[src/rtl/ps2_rx_pkg.sv]
// Shared types and constants for the PS/2 device-to-host receive path.
package ps2_rx_pkg;

    localparam int PS2_FRAME_BITS = 11;
    localparam int PS2_DATA_BITS  = 8;

    typedef enum logic [1:0] {
        ST_IDLE   = 2'd0,
        ST_DATA   = 2'd1,
        ST_PARITY = 2'd2,
        ST_STOP   = 2'd3
    } ps2_state_e;

    // PS/2 uses odd parity: data plus parity bit must hold an odd number of ones.
    function automatic logic odd_parity_ok(input logic [PS2_DATA_BITS-1:0] data,
                                           input logic par);
        return ^{data, par};
    endfunction

endpackage

[src/rtl/ps2_line_filter.sv]
// Synchroniser plus stability filter for one raw PS/2 line; idles high.
module ps2_line_filter #(
    parameter int SYNC_STAGES = 2,
    parameter int FILT_LEN    = 4
) (
    input  logic clk_i,
    input  logic rst_i,
    input  logic raw_i,
    output logic filt_o
);

    localparam int CW = (FILT_LEN > 1) ? $clog2(FILT_LEN) : 1;
    localparam logic [CW-1:0] CNT_LAST = CW'(FILT_LEN - 1);

    logic [SYNC_STAGES-1:0] sync_q;
    logic [CW-1:0]          cnt_q, cnt_d;
    logic                   filt_q, filt_d;
    logic                   synced_s;

    assign synced_s = sync_q[SYNC_STAGES-1];
    assign filt_o   = filt_q;

    // Stability counter: a new level is adopted only after FILT_LEN disagreeing samples.
    always_comb begin
        cnt_d  = cnt_q;
        filt_d = filt_q;
        if (synced_s != filt_q) begin
            if (cnt_q == CNT_LAST) begin
                filt_d = synced_s;
                cnt_d  = '0;
            end else begin
                cnt_d = cnt_q + CW'(1);
            end
        end else begin
            cnt_d = '0;
        end
    end

    // Synchroniser chain and filter state registers.
    always_ff @(posedge clk_i or posedge rst_i) begin
        if (rst_i) begin
            sync_q <= '1;
            cnt_q  <= '0;
            filt_q <= 1'b1;
        end else begin
            sync_q <= {sync_q[SYNC_STAGES-2:0], raw_i};
            cnt_q  <= cnt_d;
            filt_q <= filt_d;
        end
    end

endmodule

[src/rtl/ps2_rx_frame.sv]
// PS/2 receive front end: line conditioning, 11-bit frame deserialiser with
// start/parity/stop checks, inter-edge timeout and a one-entry valid/ready output.
module ps2_rx_frame
    import ps2_rx_pkg::*;
#(
    parameter int SYNC_STAGES = 2,
    parameter int FILT_LEN    = 4,
    parameter int TIMEOUT_CYC = 16384
) (
    input  logic                     clk_i,
    input  logic                     rst_i,
    input  logic                     en_i,
    input  logic                     ps2_clk_i,
    input  logic                     ps2_dat_i,
    output logic [PS2_DATA_BITS-1:0] dat_o,
    output logic                     valid_o,
    input  logic                     ready_i,
    output logic                     par_err_o,
    output logic                     frm_err_o,
    output logic                     tmo_o,
    output logic                     ovf_o
);

    localparam int TW = $clog2(TIMEOUT_CYC);
    localparam logic [TW-1:0] TMO_LAST = TW'(TIMEOUT_CYC - 1);

    logic clk_filt_s, dat_filt_s, good_s;
    logic clk_prev_q, fe_q;

    ps2_state_e               state_q, state_d;
    logic [2:0]               bit_cnt_q, bit_cnt_d;
    logic [PS2_DATA_BITS-1:0] shift_q, shift_d;
    logic                     par_q, par_d;
    logic [TW-1:0]            tmo_cnt_q, tmo_cnt_d;
    logic [PS2_DATA_BITS-1:0] dat_q, dat_d;
    logic                     valid_q, valid_d;
    logic                     par_err_q, par_err_d, frm_err_q, frm_err_d;
    logic                     tmo_q, tmo_d, ovf_q, ovf_d;

    ps2_line_filter #(.SYNC_STAGES(SYNC_STAGES), .FILT_LEN(FILT_LEN)) u_clk_filt (
        .clk_i (clk_i), .rst_i (rst_i), .raw_i (ps2_clk_i), .filt_o (clk_filt_s)
    );

    ps2_line_filter #(.SYNC_STAGES(SYNC_STAGES), .FILT_LEN(FILT_LEN)) u_dat_filt (
        .clk_i (clk_i), .rst_i (rst_i), .raw_i (ps2_dat_i), .filt_o (dat_filt_s)
    );

    assign dat_o     = dat_q;
    assign valid_o   = valid_q;
    assign par_err_o = par_err_q;
    assign frm_err_o = frm_err_q;
    assign tmo_o     = tmo_q;
    assign ovf_o     = ovf_q;

    // Frame FSM, timeout supervision and holding-register update.
    always_comb begin
        state_d   = state_q;
        bit_cnt_d = bit_cnt_q;
        shift_d   = shift_q;
        par_d     = par_q;
        tmo_cnt_d = tmo_cnt_q;
        dat_d     = dat_q;
        valid_d   = valid_q;
        par_err_d = 1'b0;
        frm_err_d = 1'b0;
        tmo_d     = 1'b0;
        ovf_d     = 1'b0;
        good_s    = 1'b0;
        if (!en_i) begin
            state_d   = ST_IDLE;
            bit_cnt_d = 3'd0;
            shift_d   = '0;
            tmo_cnt_d = '0;
            valid_d   = 1'b0;
        end else begin
            if (valid_q && ready_i) begin
                valid_d = 1'b0;
            end else begin
                valid_d = valid_q;
            end
            if (fe_q) begin
                tmo_cnt_d = '0;
                case (state_q)
                    ST_IDLE: begin
                        if (!dat_filt_s) begin
                            state_d   = ST_DATA;
                            bit_cnt_d = 3'd0;
                        end else begin
                            state_d = ST_IDLE;
                        end
                    end
                    ST_DATA: begin
                        // LSB arrives first, so after eight shifts bit 0 sits at index 0.
                        shift_d = {dat_filt_s, shift_q[PS2_DATA_BITS-1:1]};
                        if (bit_cnt_q == 3'd7) begin
                            state_d = ST_PARITY;
                        end else begin
                            bit_cnt_d = bit_cnt_q + 3'd1;
                        end
                    end
                    ST_PARITY: begin
                        par_d   = dat_filt_s;
                        state_d = ST_STOP;
                    end
                    ST_STOP: begin
                        state_d   = ST_IDLE;
                        bit_cnt_d = 3'd0;
                        if (!odd_parity_ok(shift_q, par_q)) begin
                            par_err_d = 1'b1;
                        end else if (!dat_filt_s) begin
                            frm_err_d = 1'b1;
                        end else begin
                            good_s = 1'b1;
                        end
                    end
                    default: begin
                        state_d = ST_IDLE;
                    end
                endcase
            end else if (state_q == ST_IDLE) begin
                tmo_cnt_d = '0;
            end else if (tmo_cnt_q == TMO_LAST) begin
                state_d   = ST_IDLE;
                bit_cnt_d = 3'd0;
                tmo_cnt_d = '0;
                tmo_d     = 1'b1;
            end else begin
                tmo_cnt_d = tmo_cnt_q + TW'(1);
            end
            // A byte consumed this very cycle frees the slot for the new one.
            if (good_s) begin
                if (!valid_q || ready_i) begin
                    dat_d   = shift_q;
                    valid_d = 1'b1;
                end else begin
                    ovf_d = 1'b1;
                end
            end else begin
                ovf_d = 1'b0;
            end
        end
    end

    // State, edge detector and output registers.
    always_ff @(posedge clk_i or posedge rst_i) begin
        if (rst_i) begin
            clk_prev_q <= 1'b1;
            fe_q       <= 1'b0;
            state_q    <= ST_IDLE;
            bit_cnt_q  <= 3'd0;
            shift_q    <= '0;
            par_q      <= 1'b0;
            tmo_cnt_q  <= '0;
            dat_q      <= '0;
            valid_q    <= 1'b0;
            par_err_q  <= 1'b0;
            frm_err_q  <= 1'b0;
            tmo_q      <= 1'b0;
            ovf_q      <= 1'b0;
        end else begin
            clk_prev_q <= clk_filt_s;
            fe_q       <= clk_prev_q & ~clk_filt_s;
            state_q    <= state_d;
            bit_cnt_q  <= bit_cnt_d;
            shift_q    <= shift_d;
            par_q      <= par_d;
            tmo_cnt_q  <= tmo_cnt_d;
            dat_q      <= dat_d;
            valid_q    <= valid_d;
            par_err_q  <= par_err_d;
            frm_err_q  <= frm_err_d;
            tmo_q      <= tmo_d;
            ovf_q      <= ovf_d;
        end
    end

endmodule

[config.mk]
export PLATFORM = sky130hd
export DESIGN_NAME = ps2_rx_frame
export DESIGN_NICKNAME = d
export VERILOG_FILES = /design/src/rtl/ps2_rx_pkg.sv /design/src/rtl/ps2_line_filter.sv /design/src/rtl/ps2_rx_frame.sv
export SDC_FILE = /design/constraint.sdc
export NUM_CORES = 1
export LEC_CHECK = 0
export BUFFER_PORTS_ARGS = -buffer_cell sky130_fd_sc_hd__buf_2
export CAP_MARGIN = 10
export CORE_MARGIN = 2
export CORE_UTILIZATION = 59
export DETAILED_ROUTE_END_ITERATION = 12
export HOLD_SLACK_MARGIN = 0.12
export PLACE_DENSITY = 0.87
export SKIP_LAST_GASP = 1
export SYNTH_ARGS = -nofsm -noshare
export SYNTH_HDL_FRONTEND = slang
export SYNTH_HIERARCHICAL = 1
export SYNTH_SLANG_ARGS = --single-unit
[constraint.sdc]
create_clock -name clk_i -period 2.58 [get_ports clk_i]
set_input_delay 0.774 -clock clk_i [delete_from_list [all_inputs] [get_ports clk_i]]
set_output_delay 0.774 -clock clk_i [all_outputs]
set_load 0.02 [all_outputs]
=== Yosys cells after proc, flatten, opt, wreduce, memory -nomap -nowiden ===
Index checks and enable logic that the tools add are counted.

* Register bits after elaboration: 53
* Input port bits: 6
* Output and inout port bits: 13
* Logic and storage cells: 104

* Add/subtract/negate cells: 4
* Eq/ne operators: 17
* Multiplexer cells: 50
* Bitwise logic cells: 2
* Reductions and logical operators: 12

{| class="wikitable"
|+ Operator list
! kind !! number
|-
| two-way mux 14 bit || 4
|-
| two-way mux 1 bit || 26
|-
| two-way mux 8 bit || 3
|-
| two-way mux 2 bit || 9
|-
| two-way mux 3 bit || 6
|-
| adder 14 x 1 -> 14 bit (second input constant) || 1
|-
| == test 14 bit (second input constant) || 1
|-
| one-hot mux 3 bit (3 select lines) || 1
|-
| AND reduction 3 bit || 3
|-
| XOR reduction 9 bit || 1
|-
| == test 2 bit (second input constant) || 4
|-
| inequality test 4 bit (second input constant) || 2
|-
| one-hot mux 2 bit (4 select lines) || 1
|-
| inequality test 3 bit (second input constant) || 2
|-
| AND reduction 2 bit || 3
|-
| inequality test 5 x 2 -> 1 bit (second input constant) || 1
|-
| AND reduction 5 bit || 1
|-
| adder 2 x 1 -> 2 bit (second input constant) || 2
|-
| inequality test 2 x 1 -> 1 bit (second input constant) || 2
|-
| adder 3 x 1 -> 3 bit (second input constant) || 1
|-
| == test 3 bit (second input constant) || 1
|-
| inequality test 3 x 1 -> 1 bit (second input constant) || 1
|-
| == test 2 x 1 -> 1 bit (second input constant) || 1
|-
| zero test 2 bit || 1
|-
| 6 further kinds || 7
|}

=== Logic depth before layout (Yosys ltp) ===
Gate-level depths: netlist (run 1).

* Word-level depth: 7
* Gate-level depth with buffers: 7
* Depth with buffers taken out: 7

=== By module ===
Netlist (run 1), hierarchy kept.

{| class="wikitable"
|+ By module, submodules not included
! module !! instances !! cells an instance !! area an instance (um^2) !! sequential area each (um^2)
|-
| ps2_rx_frame || 1 || 186 || 2019.4 || 1077.3
|-
| ps2_line_filter || 2 || 11 || 181.4 || 128.9
|}

=== Worst setup path after synthesis (run 1) ===
Ideal clock, no wire load.

* Kind: register to register
* Start: register shift_q[5]
* End: register dat_q[0], in the netlist dat_o[0]
* Setup time: 0.125 ns
* Data arrival time: 1.956 ns
* Data required time: 2.455 ns
* Slack: 0.499 ns
* Stages on the path, launching flop included: 6
* Path buffers: 0
* Period minus slack after synthesis: 2.081 ns
* Cells stage by stage: dfrtp_1 -> xor2_1 -> xnor3_1 -> xnor2_1 -> nor4_4 -> mux2_2

* Cells in the longest elaborated chain, start to end: 6

{| class="wikitable"
|+ RTL lines
! item !! line !! RTL
|-
| start, declared || ps2_rx_frame.sv:32 || <nowiki>logic [PS2_DATA_BITS-1:0] shift_q, shift_d;</nowiki>
|-
| start signal, assigned || ps2_rx_frame.sv:165 || <nowiki>shift_q <= shift_d;</nowiki>
|-
| XOR reduction 9 bit || ps2_rx_pkg.sv:17 || <nowiki>return ^{data, par};</nowiki>
|-
| two-way mux 1 bit || ps2_rx_frame.sv:108 || <nowiki>if (!odd_parity_ok(shift_q, par_q)) begin</nowiki>
|-
| two-way mux 1 bit || ps2_rx_frame.sv:83 || <nowiki>case (state_q)</nowiki>
|-
| two-way mux 1 bit || ps2_rx_frame.sv:81 || <nowiki>if (fe_q) begin</nowiki>
|-
| two-way mux 1 bit || ps2_rx_frame.sv:69 || <nowiki>if (!en_i) begin</nowiki>
|-
| AND reduction 3 bit (no line) || -- ||
|-
| end signal, assigned || ps2_rx_frame.sv:168 || <nowiki>dat_q <= dat_d;</nowiki>
|-
| end, declared || ps2_rx_frame.sv:35 || <nowiki>logic [PS2_DATA_BITS-1:0] dat_q, dat_d;</nowiki>
|}

Every way passes these cells. The select of a mux whose other input is x is not followed.
A chain may end at the register's enable or synchronous reset.

=== Worst setup path after layout (run 1) ===
* Start: register shift_q[5]
* End: register dat_q[2], in the netlist dat_o[2]

The elaborated chain is that of the path after synthesis.

==> reports/metrics.yaml, run 1 <==
status: "finished clean"
layout-drive-gt1-share_pct: 22.75
rsz0062_at_grt: "no"
path_class: "flop to flop"
avgSynthCellArea_um2: 11.45
core-area_um2: 3943
syn_area_um2: 2382
grt_max_degree: 44
vdd_ir_drop_max_mv: 0.5307
clk_latency_ns: 0.30
stdcell_area_um2: 2625
clk_pin_slew_worst_paths_ns: 0.09
cts_buffers: 5
fill_cells: 290
cp_num_buf_inv: 1
fp.dieArea_um2: 4562
synth-seq-cells: 53
worst_slew_pin_slew_ns: 0.5433
clock-sinks: 53
crit_path_end_kind: "flop"
final_nets: 247
powerDensity_nw_per_um2: 697.5
cp-start-kind: "flop"
die_h_um: 67.55
r2r_cells: 6
yosys_warnings: 6
arrival_ns: 2.32
drc_errors: 0
layout_common_cells: "dfrtp_1, nand2_1, buf_2"
postPlaceCellArea_um2: 2542
routed_via_density: 5.329
yosysSeqAreaShare_pct: 56.04
seq_power_share_pct: 55.5
crit_end: "dat_o[2]$_DFFE_PP0P_"
timing.critical_path.from: "shift_q[5]$_DFFE_PP0P_"
ys_types: 30
critical_path.top_delay_family: "XOR/XNOR gates"
crit_path_cell_trace: "xor2_1 -> xnor3_1 -> xnor2_1 -> nor4_4 -> buf_4 -> mux2_2"
max_freq_mhz: 467.7
holdPathStages: 0
area_growth_syn_to_layout_pct: 10.19
r2r-start: "shift_q[5]$_DFFE_PP0P_"
tritoncts: "yes"
place.gp.congestion: 0.8183
drt_wl_total_mm: 3.710
stdcell_count: 283
dr.pass1.iters: 4
skew_ns: 0.009083
cts.repair.resized: 0
root_buffer: "clkbuf_8"
rrSetupSlack_ns: 0.44
ctsHoldBuffers: 0
netSwitchingPower_w: 0.0005382
crit_slowest_cell: "dfrtp_1"
p_leak_nw: 1.225
hold_class: "flop to flop"
grt_pass1_wl_mm: 6.458
p_sw_share_pct: 29.39
cts.path.max_buffers: 2
antenna_cells: 0
rr_endpoint: "dat_o[2]$_DFFE_PP0P_"
crit_cells: 6
critPathMaxFanout: 8
grt_pass1_vias: 1477
drv_slew: 0
dp_hpwl_mm: 2.676
regArea_um2: 1335
min_period_over_period_pct: 82.88
dp_cells: 275
die_w_um: 67.55
syn-num-nets: 223
drtAntennaViolNets: 0
p_int_w: 0.001293
drt-initial-drc-count: 153
max_stage_delay_ns: 0.42
grt-ovfl-total: 0
postCtsSetupBuffers: 0
slew_headroom_pct: 63.40
start_util_pct: 60.43
port_buffers: 18
maxCapViolCount: 0
combPwrFrac_pct: 20.5
post_drt_wl_per_cell_um: 13.11
final_util_pct: 66.58
fin_crit_ns: 2.138
htree_levels: 2
hold_violations: 0
p_clk_share_pct: 24.0
required_ns: 2.76
num_rows: 23
synth_cells: 208
fin_setup_tns_ns: 0
antenna_found_initial: 0
track_usage_pct: 19.08
multi_input_area_um2: 983.4
ios: 19
final_common_cell: "dfrtp_1"
dr_total_vias: 1508
setup_viol: 0
[synth_stat cells (all sizes together)]
| cell | n | share of area (%) |
|---|---|---|
| nand3 | 14 | 2.9 |
| xor2 | 6 | 2.2 |
| o21a | 1 | 0.32 |
| mux2 | 13 | 6.1 |
| and3 | 2 | 0.53 |
| nor3 | 6 | 1.7 |
| mux2i | 2 | 0.84 |
| o32ai | 1 | 0.37 |
| nand2b | 2 | 0.53 |
| inv | 13 | 2.0 |
| nor4 | 1 | 0.89 |
| nor2 | 15 | 2.4 |
| or2 | 2 | 0.53 |
| a22o | 3 | 1.1 |
| o21ai | 4 | 0.84 |
| or3 | 4 | 1.1 |
| dfstp | 7 | 7.7 |
| a21boi | 8 | 2.5 |
| xnor3 | 1 | 0.95 |
| dfrtp | 46 | 48 |
| clkbuf | 4 | 0.63 |
| nor2b | 5 | 1.3 |
| xnor2 | 12 | 4.4 |
| nand4 | 2 | 0.53 |
| ha | 9 | 4.7 |
| a21oi | 2 | 0.42 |
| nor3b | 1 | 0.32 |
| nand2 | 19 | 3.0 |
| and2 | 3 | 0.79 |
[power by group through the flow]
stage / Sequential (W) / Combinational (W) / Clock (W)
5_1_grt: 0.00103 / 0.000424 / 0.000483
6_report: 0.00102 / 0.000376 / 0.000439
3_5_place_dp: 0.00103 / 0.000374 / 0
4_1_cts: 0.00102 / 0.000378 / 0.000457
3_3_place_gp: 0.00103 / 0.000363 / 0
2_1_floorplan: 0.000995 / 0.000323 / 0
[through the flow]
step                hold slack (ns)  setup slack, ns  total power (W)
floorplan                    0.3452           0.4992         0.001318
global placement             0.3467           0.4372         0.001390
detailed placement           0.3485           0.3859         0.001408
CTS                          0.3592           0.4224         0.001853
global route                 0.3665           0.3438         0.001942
finish                       0.3593           0.4417         0.001831
[final cells by class]
type / count / area share [%]
inverters: 13 / 1.859
clock buffers: 6 / 2.765
clock inverters: 2 / 0.3813
flip-flops and latches: 53 / 50.86
repair buffers: 21 / 4.290
well taps: 50 / 2.383
multi-input cells: 138 / 37.46
[worst min-delay path by stage]
stage / start / end / slack (ns)
2_1_floorplan: u_clk_filt/sync_q[0]$_DFF_PP1_ / u_clk_filt/sync_q[1]$_DFF_PP1_ / 0.35
3_3_place_gp: u_clk_filt/sync_q[0]$_DFF_PP1_ / u_clk_filt/sync_q[1]$_DFF_PP1_ / 0.35
3_5_place_dp: u_clk_filt/sync_q[0]$_DFF_PP1_ / u_clk_filt/sync_q[1]$_DFF_PP1_ / 0.35
4_1_cts: rst_i / u_dat_filt/cnt_q[0]$_DFF_PP0_ / 0.36
5_1_grt: u_clk_filt/sync_q[0]$_DFF_PP1_ / u_clk_filt/sync_q[1]$_DFF_PP1_ / 0.37
6_report: u_clk_filt/sync_q[0]$_DFF_PP1_ / u_clk_filt/sync_q[1]$_DFF_PP1_ / 0.36
[cells by family (layout without fill, tap and decap cells)]
group / Yosys count / count (layout) / share of synthesized area (%)
buffers and inverters: 17 / 42 / 2.679
adders and majority gates: 9 / 9 / 4.727
muxes: 15 / 15 / 6.985
and+or+nand+nor: 76 / 76 / 16.44
DFF: 53 / 53 / 56.04
AOI/OAI and AO/OA: 19 / 19 / 5.568
xor gates and xnor gates: 19 / 19 / 7.563
[sequential cells by signal (all words and copies together) (netlist names)]
register	count
ovf_o	1
par_err_o	1
u_clk_filt/sync_q	2
dat_o	8
u_clk_filt/filt_o	1
par_q	1
state_q	2
u_dat_filt/sync_q	2
u_dat_filt/cnt_q	2
tmo_o	1
tmo_cnt_q	14
shift_q	8
valid_o	1
frm_err_o	1
fe_q	1
u_dat_filt/filt_o	1
bit_cnt_q	3
clk_prev_q	1
u_clk_filt/cnt_q	2
[worst register-to-register path, stage by stage, from the launching register on]
cell     delay (ns)
dfrtp_1        0.42
xor2_1         0.16
xnor3_1        0.41
xnor2_1        0.21
nor4_4         0.26
buf_4          0.21
mux2_2         0.35
[routing by layer]
metal  global-route usage (%)  up-vias  share of wire [%]  wire length [µm]
met5                        0        -                  0                 0
met2                    31.00       29                 49              1826
li1                         -      747                  -                 -
met3                    4.000        5                3.5               131
met4                    6.122        0                1.1                42
met1                    25.67      727                 46              1710
Note: power is estimated with default switching activity, not from simulation.
==> inputs of run 2 (changes only) <==
--- a/config.mk
+++ b/config.mk
@@ -5,13 +5,14 @@
 export SDC_FILE = /design/constraint.sdc
 export NUM_CORES = 1
 export LEC_CHECK = 0
+export ABC_AREA = 1
 export BUFFER_PORTS_ARGS = -buffer_cell sky130_fd_sc_hd__buf_2
 export CAP_MARGIN = 10
 export CORE_MARGIN = 2
 export CORE_UTILIZATION = 59
 export DETAILED_ROUTE_END_ITERATION = 12
 export HOLD_SLACK_MARGIN = 0.12
-export PLACE_DENSITY = 0.87
+export PLACE_DENSITY = 0.86
 export SKIP_LAST_GASP = 1
 export SYNTH_ARGS = -nofsm -noshare
 export SYNTH_HDL_FRONTEND = slang
==> constraint.sdc (replaced) <==
create_clock -name clk_i -period 2.2 [get_ports clk_i]
set_input_delay 0.66 -clock clk_i [delete_from_list [all_inputs] [get_ports clk_i]]
set_output_delay 0.66 -clock clk_i [all_outputs]
set_load 0.02 [all_outputs]
==> reports/metrics.yaml, run 2 <==
skew_ns: 0.01312  # +0.004041 ns
fin_setup_tns_ns: 0  # unchanged
yosys.area.top_type: "dfrtp_1"
arrival_ns: 1.81  # -0.51 ns
antenna_cells: 0  # unchanged
path_class: "flop to flop"
grt_pass1_vias: 1704  # +15%
crit_path_end_kind: "flop"
post_drt_wl_per_cell_um: 11.52  # -12%
rrSetupSlack_ns: 0.58  # +0.14 ns
rsz0062_at_grt: "no"
synth_cells: 270  # +30%
layout-drive-gt1-share_pct: 21.69  # -1.1 points
setup_viol: 0  # unchanged
clk_latency_ns: 0.31  # about the same
track_usage_pct: 18.72  # -0.36 points
required_ns: 2.39  # -0.37 ns
cp-start-kind: "flop"
place.gp.congestion: 0.8071  # -1.4%
ctsHoldBuffers: 0  # unchanged
async_reset_ff_share_pct: 100.0  # unchanged
hold_class: "input port to asynchronous set/reset pin"
die_w_um: 69.55  # +3.0%
ys_types: 35  # +17%
drt_wl_total_mm: 3.974  # +7.1%
crit_end: "state_q[1]$_DFFE_PP0P_"
regMostFlops: "tmo_cnt_q"
tritoncts: "yes"
worst_slew_pin_slew_ns: 0.5273  # -0.01597 ns
powerDensity_nw_per_um2: 766.0  # +9.8%
yosysSeqAreaShare_pct: 52.67  # -3.4 points
antenna_found_initial: 0  # unchanged
cts.path.max_buffers: 2  # unchanged
min_period_over_period_pct: 73.67  # -9.2 points
timing.final.ws_setup_ns: 0.5792  # +0.1375 ns
clock-sinks: 53  # unchanged
dr.pass1.iters: 4  # unchanged
avgSynthCellArea_um2: 9.389  # -18%
r2r_cells: 10  # +4
status: "finished clean"
synth-xor-area-share_pct: 3.455  # -4.1 points
cts.repair.resized: 0  # unchanged
num_rows: 23  # unchanged
max_freq_mhz: 617.0  # +32%
syn-num-nets: 285  # +28%
fin_crit_ns: 1.621  # -0.5175 ns
die_h_um: 69.55  # +3.0%
fp.dieArea_um2: 4837  # +6.0%
htree_levels: 2  # unchanged
largest_register_ff_count: 14  # unchanged
yosysMostFrequentCell: "nand2_1"
vdd_ir_drop_max_mv: 0.5245  # -1.2%
slew_headroom_pct: 64.84  # +1.4 points
final_util_pct: 68.89  # +2.3 points
start_util_pct: 62.47  # +2.0 points
synth-seq-cells: 53  # unchanged
final_common_cell: "nand2_1"
synthMuxAreaShare_pct: 0  # -7.0 points
dr_total_vias: 1757  # +17%
routed_via_density: 5.093  # -4.4%
grt_pass1_wl_mm: 7.307  # +13%
p_leak_nw: 1.410  # +15%
clk_pin_slew_worst_paths_ns: 0.08  # about the same
layout_common_cells: "nand2_1, dfrtp_1, inv_1"
maxCapViolCount: 0  # unchanged
synthFlopType: "dfrtp_1"
synth_compound_area_share_pct: 5.627  # +0.060 points
grt-ovfl-total: 0  # unchanged
dp_hpwl_mm: 2.963  # +11%
port_buffers: 18  # unchanged
drt-initial-drc-count: 82  # -46%
ys_top_cells_by_area: "dfrtp_1, nand2_1, dfstp_2"
synth-simple-area-share_pct: 27.25  # +11 points
synth_fa_ha_area_share_pct: 4.442  # -0.28 points
place_ws_ns: 0.4664  # +0.08053 ns
rr_endpoint: "state_q[1]$_DFFE_PP0P_"
area_growth_syn_to_layout_pct: 10.27  # about the same
yosys.area.top_type_share_pct: 45.41  # -2.9 points
timing.critical_path.from: "state_q[1]$_DFFE_PP0P_"
ios: 19  # unchanged
synth_edf_count: 0  # unchanged
drc_errors: 0  # unchanged
root_buffer: "clkbuf_8"
syn_area_um2: 2535  # +6.4%
cts_buffers: 5  # unchanged
critPathMaxFanout: 10  # +2
synth_top_family_by_area: "simple AND/OR/NAND/NOR gates"
final_nets: 309  # +25%
hold_violations: 0  # unchanged
core-area_um2: 4058  # +2.9%
ys_top_cells_by_count: "nand2_1, dfrtp_1, inv_1"
drv_slew: 0  # unchanged
drtAntennaViolNets: 0  # unchanged
r2r-start: "state_q[1]$_DFFE_PP0P_"
grt_max_degree: 44  # unchanged
postCtsSetupBuffers: 0  # unchanged
yosys_warnings: 6  # unchanged
run 2: cell count changes in the layout (fill, tap and decap cells not counted), moves of 9 or more:
cell	delta
mux2_2	-13
nand4_1	+9
inv_1	+22
nand2_1	+42
run 2: cell families (layout without fill, tap and decap cells):
| kind of cell | after synthesis | in the layout |
|---|---|---|
| AO/OA/AOI/OAI | 24 | 24 |
| buffers and inverters | 42 | 67 |
| adder cells (fa/ha/maj) | 9 | 9 |
| XOR/XNOR | 10 | 10 |
| flip-flops | 53 | 53 |
| AND/OR/NAND/NOR | 132 | 132 |
run 2: how the worst min path moves through the flow:
stage                                         startpoint                        endpoint  slack, ns  cells after the start
after floorplan           u_clk_filt/sync_q[0]$_DFF_PP1_  u_clk_filt/sync_q[1]$_DFF_PP1_       0.35                      0
after global placement    u_dat_filt/sync_q[0]$_DFF_PP1_  u_dat_filt/sync_q[1]$_DFF_PP1_       0.35                      0
after detailed placement  u_clk_filt/sync_q[0]$_DFF_PP1_  u_clk_filt/sync_q[1]$_DFF_PP1_       0.35                      0
after CTS                                          rst_i   u_dat_filt/cnt_q[0]$_DFF_PP0_       0.25                      2
after global routing                               rst_i   u_clk_filt/cnt_q[0]$_DFF_PP0_       0.27                      2
final                                              rst_i   u_clk_filt/cnt_q[1]$_DFF_PP0_       0.25                      2
run 2: cell type report:
cell class                 count  area [µm²]
sequential                    53        1335
fill                         315        1262
multi-input combinational    175        1033
inverter                      40       150.1
timing repair buffer          19       97.59
clock buffer                   7       86.33
tap                           50       62.56
clock inverter                 1       30.03
run 2: power breakdown:
part	total, W	leakage (nW)	internal (W)	switching (W)
registers	0.00114	0.710	0.00108	0.0000600
clock network	0.000672	0.0585	0.000371	0.000301
logic	0.000334	0.641	0.000113	0.000221
total	0.00214	1.41	0.00156	0.000582
run 2: per-stage QoR:
step / cells / hold slack [ns] / power [W] / area [µm²]
after global placement: 337 / 0.3468 / 0.001469 / 2679
final: 345 / 0.2537 / 0.002141 / 2795
after detailed placement: 337 / 0.3491 / 0.001490 / 2679
after CTS: 345 / 0.2484 / 0.002159 / 2795
after floorplan: 270 / 0.3452 / 0.001412 / 2535
after global routing: 345 / 0.2675 / 0.002279 / 2795
run 2: routing by layer:
metal  up-vias  GRT usage (%)  share of wire (%)
met5         -              0                  0
met4         0          6.754                1.7
met3         8          4.942                4.3
met2        31          28.42                 44
met1       802          26.07                 50
li1        916              -                  -
run 2: critical path, cell delays in order (launching register included):
cell     delay [ns]
dfrtp_1        0.41
inv_1          0.08
ha_1           0.21
nand2_1        0.11
inv_2          0.05
nand2_2        0.16
inv_1          0.10
a22oi_1        0.14
nand2_1        0.13
nand2_1        0.08
o21ai_1        0.06
==> inputs of run 3 (changes only) <==
--- a/config.mk
+++ b/config.mk
@@ -5,14 +5,14 @@
 export SDC_FILE = /design/constraint.sdc
 export NUM_CORES = 1
 export LEC_CHECK = 0
-export ABC_AREA = 1
+export ABC_AREA = 0
 export BUFFER_PORTS_ARGS = -buffer_cell sky130_fd_sc_hd__buf_2
 export CAP_MARGIN = 10
 export CORE_MARGIN = 2
 export CORE_UTILIZATION = 59
 export DETAILED_ROUTE_END_ITERATION = 12
 export HOLD_SLACK_MARGIN = 0.12
-export PLACE_DENSITY = 0.86
+export PLACE_DENSITY = 0.87
 export SKIP_LAST_GASP = 1
 export SYNTH_ARGS = -nofsm -noshare
 export SYNTH_HDL_FRONTEND = slang
==> constraint.sdc (replaced) <==
create_clock -name clk_i -period 1.58 [get_ports clk_i]
set_input_delay 0.474 -clock clk_i [delete_from_list [all_inputs] [get_ports clk_i]]
set_output_delay 0.474 -clock clk_i [all_outputs]
set_load 0.02 [all_outputs]
==> reports/metrics.yaml, run 3 (same netlist as run 1, synthesis figures left out) <==
status: "finished, violations left"
violations: "negative setup slack"
hold_class: "input port to flop"
fill_cells: 226  # -28%
port_buffers: 18  # unchanged
tritoncts: "yes"
clk_latency_ns: 0.30  # about the same
netSwitchingPower_w: 0.001081  # +86%
slew_headroom_pct: 70.44  # +5.6 points
critPathMaxFanout: 8  # -2
maxCapViolCount: 0  # unchanged
fp.dieArea_um2: 4562  # -5.7%
hold_violations: 0  # unchanged
regMostFlops: "tmo_cnt_q"
place_ws_ns: -0.4154  # -0.8818 ns
cts_buffers: 5  # unchanged
area_growth_syn_to_layout_pct: 32.83
cp-start-kind: "flop"
routed_via_density: 5.423  # +6.5%
ios: 19  # unchanged
core-area_um2: 3943  # -2.8%
max_stage_delay_ns: 0.47  # +0.06 ns
stdcell_area_um2: 3164  # +13%
drt_wl_total_mm: 5.379  # +35%
cp_num_buf_inv: 1  # -2
clk_pin_slew_worst_paths_ns: 0.09  # about the same
min_period_over_period_pct: 127.2  # +53 points
postPlaceCellArea_um2: 2821  # +5.3%
skew_ns: 0.008010  # -0.005113 ns
layout-drive-gt1-share_pct: 43.48  # +22 points
die_w_um: 67.55  # -2.9%
die_h_um: 67.55  # -2.9%
multi_input_area_um2: 1120  # +8.4%
p_clk_share_pct: 27.7  # -3.7 points
largest_register_ff_count: 14  # unchanged
fin_crit_ns: 2.009  # +0.3885 ns
drtAntennaViolNets: 0  # unchanged
place.gp.congestion: 0.8235  # +2.0%
setup_viol: 15  # +15
dr.pass1.iters: 4  # unchanged
htree_levels: 2  # unchanged
root_buffer: "clkbuf_8"
antenna_cells: 0  # unchanged
regArea_um2: 1336  # about the same
drv_slew: 0  # unchanged
grt-ovfl-total: 0  # unchanged
final_common_cell: "dfrtp_1"
required_ns: 1.78  # -0.61 ns
cts.path.max_buffers: 2  # unchanged
p_int_w: 0.002703  # +73%
max_freq_mhz: 497.7  # -19%
layout_common_cells: "dfrtp_1, buf_4, nand2_1, buf_2, nor2_1"
post_drt_wl_per_cell_um: 16.50  # +43%
antenna_found_initial: 0  # unchanged
critical_path.top_delay_family: "XOR/XNOR gates"
p_leak_nw: 1.516  # +7.5%
fin_setup_tns_ns: -4.723  # -4.723 ns
num_rows: 23  # unchanged
powerDensity_nw_per_um2: 1196  # +56%
final_nets: 290  # -6.1%
drt-initial-drc-count: 150  # +83%
final_util_pct: 80.26  # +11 points
grt_max_degree: 37  # -16%
combPwrFrac_pct: 29.1  # +14 points
drc_errors: 0  # unchanged
dr_total_vias: 1768  # +0.63%
hold_ws_ns: 0.2658  # +0.01208 ns
timing.final.ws_setup_ns: -0.4292  # -1.008 ns
rsz0062_at_grt: "yes"
path_class: "flop to flop"
track_usage_pct: 25.04  # +6.3 points
p_sw_share_pct: 28.56  # +1.4 points
clock-sinks: 53  # unchanged
crit_slowest_cell: "xnor3_1"
start_util_pct: 60.43  # -2.0 points
crit_path_cell_trace: "xor2_1 -> xnor3_1 -> xnor2_2 -> nor4_4 -> buf_6 -> mux2_2"
seq_power_share_pct: 43.1  # -9.9 points
grt_pass1_vias: 1765  # +3.6%
crit_path_end_kind: "flop"
worst_slew_pin_slew_ns: 0.4402  # -0.08709 ns
arrival_ns: 2.21  # +0.40 ns
dp_hpwl_mm: 3.228  # +8.9%
vdd_ir_drop_max_mv: 0.8237  # +57%
grt_pass1_wl_mm: 8.224  # +13%
run 3: changes by cell type in the layout (fill, tap and decap cells not counted), moves of 7 or more:
cell / before / now
a21boi_0: 0 / 8
buf_4: 1 / 39
inv_1: 35 / 10
mux2_2: 0 / 12
nand2_1: 61 / 19
nand3_1: 6 / 13
nand4_1: 11 / 2
nor2_1: 23 / 15
o22ai_1: 8 / 0
run 3: stage by stage:
stage / power [W] / cells
floorplan: 0.002163 / 208
global placement: 0.002453 / 309
detailed placement: 0.002506 / 309
CTS: 0.003689 / 321
global route: 0.003953 / 326
finish: 0.003784 / 326
run 3: path summary, 6_finish.rpt:
path                                                      from                             end  slack (ns)  depth (start not counted)
max in group asynchronous                                rst_i          state_q[0]$_DFFE_PP0P_        0.39                          4
min in group asynchronous                                rst_i   u_dat_filt/cnt_q[0]$_DFF_PP0_        0.61                          3
worst min register to register  u_dat_filt/sync_q[0]$_DFF_PP1_  u_dat_filt/sync_q[1]$_DFF_PP1_        0.35                          0
worst min-delay path                                 ps2_dat_i  u_dat_filt/sync_q[0]$_DFF_PP1_        0.27                          1
worst max-delay path                    shift_q[5]$_DFFE_PP0P_            dat_o[7]$_DFFE_PP0P_       -0.43                          6
worst max register to register          shift_q[5]$_DFFE_PP0P_            dat_o[7]$_DFFE_PP0P_       -0.43                          6
run 3: power groups by stage:
stage               registers, W  logic [W]  clock network (W)
floorplan                0.00163   0.000538                  0
global placement         0.00163   0.000822                  0
detailed placement       0.00164   0.000862                  0
CTS                      0.00162   0.000985            0.00108
global route             0.00165    0.00119            0.00111
finish                   0.00163    0.00110            0.00105
run 3: final cells by class:
class                      instances  area share, %
timing repair buffer              64          14.63
tap                               50          1.977
clock buffer                       5          2.175
multi-input combinational        138          35.39
sequential                        53          42.23
inverter                          13          1.542
clock inverter                     3          2.056
run 3: layer usage:
metal	part of all wire, %	GRT usage, %	vias to the layer above
li1	-	-	826
met1	41	30.70	883
met2	53	43.14	46
met3	3.9	6.167	13
met4	2.1	8.418	0
met5	0	0	-
run 3: timing repair:
item	in CTS	in global routing
setup endpoints to repair	19	30
gates cloned	0	1
pin swaps	5	10
hold endpoints to repair	4	0
gates resized for setup	16	13
hold buffers	1	0
setup buffers	3	4
